File: src/rtl/rr_arbiter.sv
// N-writer round-robin arbiter feeding one FIFO write port with an ID tag.
// Define RR_ARBITER_FIXED_PRIO_EN to swap round-robin for lowest-index-wins priority.
module rr_arbiter #(
  parameter int NUM_WRITERS = 4,
  parameter int DATA_W      = 8,
  parameter int ID_W        = $clog2(NUM_WRITERS)
) (
  input  logic                          i_clk,
  input  logic                          i_reset_n,
  input  logic [NUM_WRITERS*DATA_W-1:0] i_data,
  input  logic [NUM_WRITERS-1:0]        i_req,
  input  logic                          i_full,
  output logic [NUM_WRITERS-1:0]        o_busy,
  output logic [DATA_W-1:0]             o_data,
  output logic [ID_W-1:0]               o_id,
  output logic                          o_we,
  output logic                          dbg_state
);

  // Writer handshake: a writer holds i_req and its word while its o_busy bit is 1;
  // the word is taken in the single cycle that bit is 0, and the writer may only
  // drop i_req or change data after seeing that 0.

  typedef enum logic {IDLE = 1'b0, GRANT = 1'b1} state_t;

  state_t                  state;
  logic [ID_W-1:0]         last;      // current winner while in GRANT; scan origin for round-robin
  logic [NUM_WRITERS-1:0]  masked;
  logic                    found;
  logic [ID_W-1:0]         nxt;
  logic [ID_W-1:0]         scan;
  logic [DATA_W-1:0]       cur_word;
  logic [NUM_WRITERS-1:0]  busy_nxt;

  assign dbg_state = (state == GRANT);

  // The writer holding the grant is excluded from the next pick.
  always_comb begin
    masked = i_req;
    if (state == GRANT) masked[last] = 1'b0;
  end

`ifdef RR_ARBITER_FIXED_PRIO_EN
  always_comb begin
    found = 1'b0;
    nxt   = '0;
    scan  = '0;
    for (int j = 0; j < NUM_WRITERS; j++) begin
      if (!found && masked[j]) begin
        found = 1'b1;
        nxt   = ID_W'(j);
      end
    end
  end
`else
  always_comb begin
    found = 1'b0;
    nxt   = '0;
    scan  = last;
    for (int k = 0; k < NUM_WRITERS; k++) begin
      scan = (scan == ID_W'(NUM_WRITERS - 1)) ? '0 : scan + ID_W'(1);
      if (!found && masked[scan]) begin
        found = 1'b1;
        nxt   = scan;
      end
    end
  end
`endif

  always_comb begin
    cur_word = '0;
    for (int j = 0; j < NUM_WRITERS; j++) begin
      if (last == ID_W'(j)) cur_word = i_data[j*DATA_W +: DATA_W];
    end
  end

  always_comb begin
    busy_nxt      = '1;
    busy_nxt[nxt] = 1'b0;
  end

  always_ff @(posedge i_clk or negedge i_reset_n) begin
    if (!i_reset_n) begin
      state  <= IDLE;
      o_busy <= '1;
      o_we   <= 1'b0;
      o_data <= '0;
      o_id   <= '0;
      last   <= ID_W'(NUM_WRITERS - 1);
    end else begin
      o_we <= 1'b0;
      case (state)
        IDLE: begin
          if (found && !i_full) begin
            state  <= GRANT;
            o_busy <= busy_nxt;
            last   <= nxt;
          end
        end
        GRANT: begin
          // Leaving GRANT always writes; i_full only blocks the next grant.
          o_we   <= 1'b1;
          o_data <= cur_word;
          o_id   <= last;
          if (found && !i_full) begin
            o_busy <= busy_nxt;
            last   <= nxt;
          end else begin
            state  <= IDLE;
            o_busy <= '1;
          end
        end
        default: begin
          state  <= IDLE;
          o_busy <= '1;
        end
      endcase
    end
  end

endmodule

File: config.mk
export PLATFORM = sky130hd
export DESIGN_NAME = rr_arbiter
export DESIGN_NICKNAME = d
export VERILOG_FILES = /design/src/rtl/rr_arbiter.sv
export SDC_FILE = /design/constraint.sdc
export NUM_CORES = 1
export LEC_CHECK = 0
export ABC_AREA = 1
export CORE_MARGIN = 4
export CORE_UTILIZATION = 39
export CTS_CLUSTER_SIZE = 30
export DETAILED_ROUTE_END_ITERATION = 7
export GPL_ROUTABILITY_DRIVEN = 0
export PLACE_DENSITY = 0.75
export SLEW_MARGIN = 20
export SYNTH_ARGS = -nofsm -noshare
export SYNTH_HDL_FRONTEND = slang
export SYNTH_SLANG_ARGS = --single-unit
File: constraint.sdc
create_clock -name i_clk -period 3.1 [get_ports i_clk]
set_clock_uncertainty 0.2 [all_clocks]
set_input_delay 0.62 -clock i_clk [delete_from_list [all_inputs] [get_ports i_clk]]
set_output_delay 0.62 -clock i_clk [all_outputs]
set_load 0.01 [all_outputs]
# After elaboration in Yosys (flattened, before gate mapping)
# Index checks and enable logic that the tools add are counted.
# totals
ff_bits	18
# op_classes
addsub	4
magnitude_cmp	8
n_eq_ne	7
mux	35
bitwise_logic	4
reduce_logical	11
# ops
cell	n
2-to-1 mux 8 bit	4
less-than comparator 2 x 3 -> 1 bit (second input constant)	6
2-to-1 mux 2 bit	9
2-to-1 mux 1 bit	12
2-to-1 mux 4 bit	3
equality test 2 bit (second input constant)	5
adder 2 x 1 -> 2 bit (second input constant)	4
binary-select mux 1 bit (select 2 bit)	4
NOT 4 bit	2
one-hot mux 4 bit (2 select lines)	1
logical AND 1 bit	6
AND 4 bit	1
demux 1 bit (select 2 bit)	2
greater-or-equal comparator 2 x 1 -> 1 bit (second input constant)	2
zero test 1 bit	4
equality test 2 x 1 -> 1 bit (second input constant)	1
zero test 2 bit	1
inequality test 2 bit (second input constant)	1
NOT 1 bit	1

# Longest topological paths before layout
# Gate-level depths: netlist of run 1.
# logic_depth
depth_word	26
mapped_depth	16

# Worst setup path after synthesis of run 1
# OpenSTA, ideal clock, no wires.
# synth_path
path_type	register to register
startpoint	register last[0]
endpoint	register o_busy[2]
t_arrival_ps	1924
slack_ps	904
stages_incl_launch_ff	15
path_buffers	0
synth_period_minus_slack_ps	2196
cell_sequence	dfstp_2 > inv_2 > ha_1 > inv_1 > nand2_1 > nand2_2 > nand3_1 > nand2_2 > nand3_2 > nor2_2 > nor2_4 > nor2_1 > nand2_1 > nand2_1 > inv_1
# synth_via
elab_chain_len	26
elab_cells_between_ends	53
classes_between	4 x add/sub; 4 x order compare; 5 x eq/ne; 28 x mux; 3 x bitwise; 9 x reduce/logical
# synth_rtl
element	line_no	text
start, declared	27	logic [ID_W-1:0] last;
start signal, assigned	89	last <= ID_W'(NUM_WRITERS - 1);
start signal, assigned	97	last <= nxt;
start signal, assigned	107	last <= nxt;
parallel branches: the longest is 26 deep, another holds adder 2 x 1 -> 2 bit	-	
end signal, assigned	96	o_busy <= busy_nxt;
end signal, assigned	106	o_busy <= busy_nxt;
end, declared	13	output logic [NUM_WRITERS-1:0] o_busy,
# Parallel ways; which one is timed is not known. The select of a mux whose other input is x is not followed.
# A chain may end at the register's enable or synchronous reset.

# Final worst setup path of run 1
# layout_path
startpoint	register last[0]
endpoint	register o_busy[0]
# Same word-level chain as after synthesis.

==> results.tsv, run 1 <==
stage	metric	value	unit
status	status	finished, final reports clean	
floorplan	ios	55	
global_route	antenna_found_initial	0	
timing	setup_viol	0	
clocking	cts_tree	yes	
drt	wl_per_cell	12.7	um
synth	synth_area_leaders	dfrtp_1 (24%), nand2_1 (16%), nand3_1 (15%), dfstp_2 (12%), inv_1 (4.7%)	
final_layout	stdcell_count	280	
synth	syn_area	1270	um2
timing	fin_crit_sh	79.1	%
floorplan	dieArea	4240	um2
critical_path	end_kind	register	
placed_design	dp.cells	276	
pwr	ir_drop	0.559	mV
clocking	root_buffer	clkbuf_4	
floorplan	rows	20	
global_route	grt_pass1_vias	1228	
synth	netlist_top_cells_count	nand2_1 (54), nand3_1 (37), inv_1 (16), dfrtp_1 (12), nor2_1 (12)	
synth	ys_seq_area_share	36.0	%
critical_path	required	3.13	ns
clocking	h-tree-depth	1	
drt	vias	1404	
clocking	cts-resized-gates	0	
floorplan	coreArea	3080	um2
drt	drcViolationCount	0	
clocking	clock_latency	0.28	ns
synth	ys_types	22	
synth	synth_enable_flop_cells	0	
drt	drtPass1Iterations	4	
clocking	hold_buffers	0	
synth	yosys_most_used_dff	dfrtp_1	
timing	tightest_slew	0.793	ns
clocking	cts_setup_buffers	0	
pwr	power_density	1030	nW/um2
timing	hold_viol_final	0	
critical_path	criticalPathCategory	reg -> reg	
final_layout	nets	280	
hold_path	hold_path_class	reg -> reg	
pwr	leakagePower	0.859	nW
drt	via_per_inst	5.01	
clocking	clock_sinks	18	
global_route	grt_pass1_wl	5780	um
synth	ys_ff_latch	18	
synth	yosys.area.top_type	dfrtp_1	
placed_design	port_buffers	54	
floorplan	die_y	65.1	um
timing	rsz0062_at_grt	no	
synth	synth_top_area_share	23.6	%
final_layout	area_delta_synth_final	46.2	%
pwr	totalPowerFinal	1.91	mW
timing	slew_headroom	47.0	%
synth	synth_most_common_cell	nand2_1	
timing	fmax	408	MHz
global_route	overflow	0	
final_layout	drive_above_1_share	8.05	%
placed_design	place_hpwl	2770	um
critical_path	cp_max_fo	7	
final_layout	antennaDiodeCount	0	
clocking	clk_pin_slew	0.10	ns
clocking	cts.path.max_buffers	2	
drt	routed_wirelength	3560	um
timing	tns	0	ns
synth	netlist_instances	184	
critical_path	arrival	2.48	ns
timing	whs	0.309	ns
synth	syn_nets	227	
timing	report.final.slew_viol_count	0	
critical_path	startpoint_type	register	
flow_run	cap_viol_max_count	0	
drt	drtAntennaViolNets	0	
drt	drtIter0Drc	81	
timing	post-route-min-period	2.45	ns
synth	yosysWarnings	0	
floorplan	floorplan.initialDensity	41.3	%
floorplan	die_w	65.1	um
global_route	grtUsageTotal	17.0	%
synth	synth-async-reset-ratio	100	%
synth	synth.avg_cell_area	6.92	um2
clocking	cts_buffers	3	
global_route	grt_max_degree	19	
[per-layer routing]
layer  global-route usage, %  wire [um]
met1                    23.8       1650
met2                    28.2       1610
met3                    4.62        295
met4                       0          0
met5                       0          0
[cell type report]
cell class / instances / area (um2)
clock buffers: 4 / 26.3
fillers: 307 / 1220
inverters: 17 / 63.8
multi-input cells: 143 / 717
flip-flops and latches: 18 / 458
well taps: 44 / 55.1
repair buffers: 54 / 541
[kinds of logic after synthesis]
logic type      after synthesis  synth area share (%)
simple gates                114                  40.8
compound gates               25                  11.6
buf+inv                      23                  7.67
flops                        18                  36.0
fa+ha+maj                     4                  3.93
[per-stage QoR]
stage,cell area (um2),worst slack [ns],util [%]
6_report,1860,0.649,60.4
4_1_cts,1860,0.647,60.4
5_1_grt,1860,0.402,60.4
2_1_floorplan,1270,0.904,-
3_5_place_dp,1830,0.631,59.6
3_3_place_gp,1830,0.640,59.6
[registers in the layout (all words and copies together) (netlist names)]
| register | count |
|---|---|
| dbg_state | 1 |
| last | 2 |
| o_busy | 4 |
| o_data | 8 |
| o_id | 2 |
| o_we | 1 |
[critical path, cell delays in order (launching register included)]
cell and delay [ns]:
dfstp_2 0.60, inv_2 0.09, ha_1 0.41, inv_1 0.14, nand2_1 0.09, nand2_1 0.10
nand2_1 0.10, nand2_2 0.09, nand3_2 0.07, nor2_2 0.05, nor2_4 0.16, nand3_1 0.13
nor2_1 0.11, nor2_1 0.05
[final timing paths]
kind | start | to | slack (ns) | cells after the start
setup / recovery | last[0]$_DFFE_PN1N_ | o_busy[0]$_DFFE_PN1P_ | 0.65 | 13
hold / removal | o_data[4]$_DFFE_PN0P_ | o_data[4]$_DFFE_PN0P_ | 0.31 | 2
setup reg to reg | last[0]$_DFFE_PN1N_ | o_busy[0]$_DFFE_PN1P_ | 0.65 | 13
hold reg to reg | o_data[4]$_DFFE_PN0P_ | o_data[4]$_DFFE_PN0P_ | 0.31 | 2
max in group asynchronous | i_reset_n | dbg_state$_DFF_PN0_ | 1.62 | 1
min in group asynchronous | i_reset_n | o_data[2]$_DFFE_PN0P_ | 0.58 | 1
[where the power goes]
| part | switching (mW) | internal [mW] | total, mW |
|---|---|---|---|
| Clock | 0.0684 | 0.0500 | 0.118 |
| Sequential | 0.0801 | 0.360 | 0.440 |
| Combinational | 0.824 | 0.532 | 1.36 |
| Total | 0.973 | 0.942 | 1.91 |
[placed cells by master, fill, tap and decap left out]
cell	n
nand2_1	54
clkdlybuf4s50_1	54
nand3_1	37
inv_1	16
nor2_1	12
dfrtp_1	12
a21oi_1	11
o211ai_1	8
dfstp_2	6
o21ai_0	4
ha_1	4
nand2_2	3
clkbuf_4	3
nor2_2	2
nand3_2	2
nand4_1	2
inv_2	1
nand2_4	1
nor2_4	1
o21ai_1	1
o21a_1	1
clkbuf_1	1
(Power assumes the default switching activity.)
==> run 2, diff against run 1 <==
Clock period 3.1 ns to 2.43 ns, I/O delays scaled along.
==> run 2 against run 1 <==
Effect of this change: routed wire length rose by 2.7%; worst setup slack worse by 0.46 ns; non-clock buffer count increased by 8.
==> results.tsv, run 2 (synthesis gave the netlist of run 1 again) <==
stage	metric	value	unit
global_route	antenna_found_initial	0	
final_layout	fill_cells	307	
global_route	grt_max_degree	19	
clocking	cts_buffers	3	
critical_path	cpMostUsedCell	nand2_1	
pwr	ir_drop	0.932	mV
final_layout	drive_above_1_share	12.7	%
status	status	finished, final reports clean	
critical_path	setup.worst_path.start	last[1]$_DFFE_PN1N_	
critical_path	criticalPathCategory	reg -> reg	
floorplan	floorplan.initialDensity	41.3	%
critical_path	crit_chain	inv_1, ha_4, inv_2, nand2_1, nand2_1, nand2_1, nand2_2, nand3_2, nor2_2, nor2_4, nand3_1, nor2_1, nor2_1	
pwr	leakagePower	0.903	nW
timing	setup_viol	0	
final_layout	reg.largest.list	o_data (8), o_busy (4)	
critical_path	r2r_setup_slack	0.19	ns
critical_path	rr_endpoint	o_busy[0]$_DFFE_PN1P_	
drt	via_per_inst	4.92	
clocking	clock_sinks	18	
critical_path	cp.buffers_inverters	2	
critical_path	cpPeakStageDelay	0.58	ns
placed_design	place_hpwl	2880	um
timing	hold_viol_final	0	
drt	routed_wirelength	3650	um
critical_path	rr_startpoint	last[1]$_DFFE_PN1N_	
global_route	grt_pass1_vias	1329	
final_layout	largest_reg_flops	8	
critical_path	startpoint_type	register	
clocking	root_buffer	clkbuf_4	
drt	highest_layer	met3	
global_route	grt_pass1_wl	5890	um
critical_path	r2r.worst_path.cells	13	
floorplan	rows	20	
timing	tns	0	ns
critical_path	arrival	2.26	ns
placed_design	dp.cells	283	
clocking	clk_pin_slew	0.10	ns
drt	wl_per_cell	12.7	um
final_layout	regMostFlops	o_data	
pwr	power_density	1330	nW/um2
placed_design	port_buffers	54	
drt	drtIter0Drc	96	
clocking	clock_latency	0.28	ns
drt	vias	1416	
timing	fmax	447	MHz
critical_path	required	2.45	ns
drt	drtPass1Iterations	4	
final_layout	antennaDiodeCount	0	
drt	dr_wl_met3	320	um
drt	drcViolationCount	0	
critical_path	cp_max_fo	7	
timing	fin_crit_sh	92.1	%
floorplan	coreArea	3080	um2
critical_path	end_kind	register	
clocking	cts_tree	yes	
global_route	grtUsageTotal	17.5	%
critical_path	critPathTopFamily	simple AND/OR/NAND/NOR gates	
clocking	cts.path.max_buffers	2	
timing	tightest_slew	0.468	ns
timing	slew_headroom	68.7	%
clocking	h-tree-depth	1	
floorplan	ios	55	
floorplan	die_y	65.1	um
final_layout	nets	288	
final_layout	stdcell_count	288	
critical_path	cpMaxStageDelayCell	dfstp_2	
drt	wl_met2	1740	um
final_layout	area_delta_synth_final	52.9	%
timing	rsz0062_at_grt	no	
floorplan	die_w	65.1	um
floorplan	dieArea	4240	um2
drt	drtAntennaViolNets	0	
timing	post-route-min-period	2.24	ns
drt	drt-met1-wl	1600	um
hold_path	hold_path_class	in -> async	
global_route	overflow	0	
final_layout	final_cell_mix	nand2_1 (54), clkdlybuf4s50_1 (54), nand3_1 (37), inv_1 (15)	
clocking	hold_buffers	0	
flow_run	cap_viol_max_count	0	
timing	report.final.slew_viol_count	0	
[run 2: cell types whose count changed in the layout (fill, tap and decap cells not counted), sizes merged]
cell	delta
buf	+8
[run 2: cell type report]
type	count	area, um2	area share [%]
Sequential cell	18	458	23.5
Tap cell	44	55.1	2.83
Multi-Input combinational cell	143	732	37.6
Inverter	17	63.8	3.28
Timing Repair Buffer	62	601	30.9
Clock buffer	4	36.3	1.86
[run 2: report_power, final]
part           internal, mW  switching [mW]  total (mW)
logic                 0.765            1.10        1.87
registers             0.460          0.0832       0.543
clock network        0.0912          0.0883       0.180
total                  1.32            1.28        2.59
[run 2: worst reg2reg max path: cells and delay by family (launching register included)]
family                     cells  cell delay [ns]
and+or+nand+nor               10             0.93
DFF                            1             0.58
buffers and inverters          2             0.15
adders and majority gates      1             0.31
[run 2: per-stage QoR]
| step | hold WS [ns] | worst slack, ns | utilization (%) | power [mW] | cell area (um2) |
|---|---|---|---|---|---|
| floorplan | -0.00959 | 0.234 | - | 1.77 | 1270 |
| global placement | 0.268 | 0.123 | 61.3 | 2.33 | 1890 |
| detailed placement | 0.284 | 0.0562 | 61.3 | 2.36 | 1890 |
| CTS | 0.310 | 0.0338 | 62.5 | 2.56 | 1920 |
| global route | 0.330 | 0.0171 | 63.2 | 2.86 | 1950 |
| finish | 0.305 | 0.193 | 63.2 | 2.59 | 1950 |
[run 2: worst max path at each step]
stage | to | slack [ns] | cells past startpoint
final | o_busy[0]$_DFFE_PN1P_ | 0.19 | 13
after global routing | o_busy[3]$_DFFE_PN1P_ | 0.02 | 12
after CTS | o_busy[0]$_DFFE_PN1P_ | 0.03 | 12
after detailed placement | o_busy[0]$_DFFE_PN1P_ | 0.06 | 12
after global placement | o_busy[2]$_DFFE_PN1P_ | 0.12 | 14
after floorplan | o_busy[2]$_DFFE_PN1P_ | 0.23 | 14
[run 2: routing by layer]
metal / up-vias / GRT usage (%)
li1: 731 / -
met1: 637 / 22.2
met2: 48 / 31.4
met3: 0 / 4.62
met4: 0 / 0.777
met5: - / 0
[run 2: what timing repair did]
action,4_1_cts,5_1_grt
gates resized for setup,0,4
buffers inserted,0,1
endpoints found under the setup margin,0,6
==> run 3, diff against run 2 <==
Settings changed: TNS_END_PERCENT from default to 30.
==> run 3 against run 2 <==
Effect of this change: die area unchanged; power fell by 0.11%; worst setup slack improved by 0.014 ns; register-to-register slack is essentially flat; non-clock buffer count unchanged; combinational power hardly changed; via count down 0.21%; global-route usage did not move; sequential power barely moved; first-iteration DRC count rose by 1.0%; critical path depth shrank 1.
==> results.tsv, run 3 (synthesis gave the netlist of run 1 again) <==
stage	metric	value	unit
status	status	finished, final reports clean	
pwr	leakagePower	0.904	nW
clocking	cts.path.max_buffers	2	
pwr	ir_drop	0.932	mV
final_layout	regMostFlops	o_data	
final_layout	nets	288	
global_route	met3_usage	4.62	%
global_route	grt_pass1_wl	5890	um
timing	hold_viol_final	0	
drt	drtAntennaViolNets	0	
global_route	antenna_found_initial	0	
drt	drcViolationCount	0	
critical_path	end_kind	register	
global_route	met2_usage	31.4	%
placed_design	dpl-instance-area	1890	um2
final_layout	largest_reg_flops	8	
timing	setup_slack	0.207	ns
drt	via_per_inst	4.91	
global_route	grt_util_met1	22.2	%
final_layout	fill_cells	308	
final_layout	area_delta_synth_final	52.7	%
global_route	busiest_layer	met2	
floorplan	floorplan.initialDensity	41.3	%
clocking	cts_buffers	3	
drt	drtPass1Iterations	4	
floorplan	dieArea	4240	um2
critical_path	required	2.45	ns
global_route	overflow	0	
clocking	clock_sinks	18	
final_layout	register_area	458	um2
floorplan	coreArea	3080	um2
timing	report.final.slew_viol_count	0	
floorplan	rows	20	
timing	tns	0	ns
critical_path	arrival	2.25	ns
floorplan	die_w	65.1	um
timing	setup_viol	0	
placed_design	place_hpwl	2880	um
floorplan	die_y	65.1	um
final_layout	fin_area	1940	um2
timing	fin_crit_sh	91.5	%
clocking	root_buffer	clkbuf_4	
placed_design	dp.cells	283	
pwr	power_density	1330	nW/um2
clocking	h-tree-depth	1	
critical_path	criticalPathCategory	reg -> reg	
clocking	cts_tree	yes	
floorplan	ios	55	
clocking	clock_latency	0.28	ns
timing	post-route-min-period	2.22	ns
final_layout	reg.largest.list	o_data (8), o_busy (4)	
hold_path	hold_path_class	in -> async	
drt	vias	1413	
global_route	grtUsageTotal	17.5	%
final_layout	drive_above_1_share	12.3	%
final_layout	stdcell_count	288	
timing	tightest_slew	0.468	ns
timing	slew_headroom	68.7	%
drt	wl_per_cell	12.7	um
drt	drtIter0Drc	97	
critical_path	startpoint_type	register	
global_route	grt_pass1_vias	1329	
timing	fmax	450	MHz
timing	rsz0062_at_grt	no	
flow_run	cap_viol_max_count	0	
drt	routed_wirelength	3660	um
final_layout	multiInputGateArea	729	um2
global_route	grt_max_degree	19	
final_layout	antennaDiodeCount	0	
placed_design	port_buffers	54	
clocking	clk_pin_slew	0.10	ns
placed_design	pre_cts_slack	0.0562	ns
final_layout	final_cell_mix	nand2_1 (54), clkdlybuf4s50_1 (54), nand3_1 (37), inv_1 (15)	
critical_path	cp_max_fo	7	
-- run 3: changes by cell type in the layout (fill, tap and decap cells not counted) --
| cell | change |
|---|---|
| ha_2 | -1 |
| ha_1 | +1 |
-- run 3: per-layer routing --
layer / share of wire (%) / up-vias
met5: 0 / -
met3: 8.3 / 0
met1: 44 / 635
met2: 47 / 48
met4: 0 / 0
li1: - / 730
-- run 3: repair_timing --
item / CTS / global route
hold buffers: 0 / 0
buffers inserted: 0 / 1
setup endpoints to repair: 0 / 6
hold endpoints to repair: 0 / 0
resized for setup: 0 / 3
-- run 3: metrics by stage --
stage | util, % | power [mW] | hold slack, ns
after floorplan | - | 1.77 | -0.00959
after global placement | 61.3 | 2.33 | 0.268
after detailed placement | 61.3 | 2.36 | 0.284
after CTS | 62.5 | 2.56 | 0.310
after global routing | 63.1 | 2.85 | 0.330
final | 63.1 | 2.59 | 0.305
-- run 3: critical path, stage by stage, from the launching register on --
cell	delay [ns]
dfstp_2	0.58
ha_1	0.25
inv_1	0.09
nand2_4	0.08
nand3_1	0.13
nand3_1	0.11
nand2_1	0.12
nand3_2	0.10
nor2_2	0.05
nor2_4	0.16
nand3_1	0.12
nor2_1	0.12
nor2_1	0.05
-- run 3: path summary, 6_finish.rpt --
check | start | end | slack (ns) | cells past startpoint
worst max-delay path | last[0]$_DFFE_PN1N_ | o_busy[0]$_DFFE_PN1P_ | 0.21 | 12
worst min-delay path | i_reset_n | o_data[0]$_DFFE_PN0P_ | 0.31 | 2
worst max register to register | last[0]$_DFFE_PN1N_ | o_busy[0]$_DFFE_PN1P_ | 0.21 | 12
worst min register to register | o_data[5]$_DFFE_PN0P_ | o_data[5]$_DFFE_PN0P_ | 0.31 | 2
max in group asynchronous | i_reset_n | o_busy[0]$_DFFE_PN1P_ | 1.45 | 2
min in group i_clk | o_data[5]$_DFFE_PN0P_ | o_data[5]$_DFFE_PN0P_ | 0.31 | 2
-- run 3: cell type report --
type,instances,share of cell area [%]
clock buffer,4,1.87
inverter,17,3.28
multi-input combinational,143,37.5
sequential,18,23.6
tap,44,2.83
timing repair buffer,62,30.9
-- run 3: where the power goes --
group          switching, mW  internal [mW]  total (mW)
Sequential            0.0831          0.460       0.543
Combinational           1.11          0.761        1.87
Clock                 0.0885         0.0913       0.180
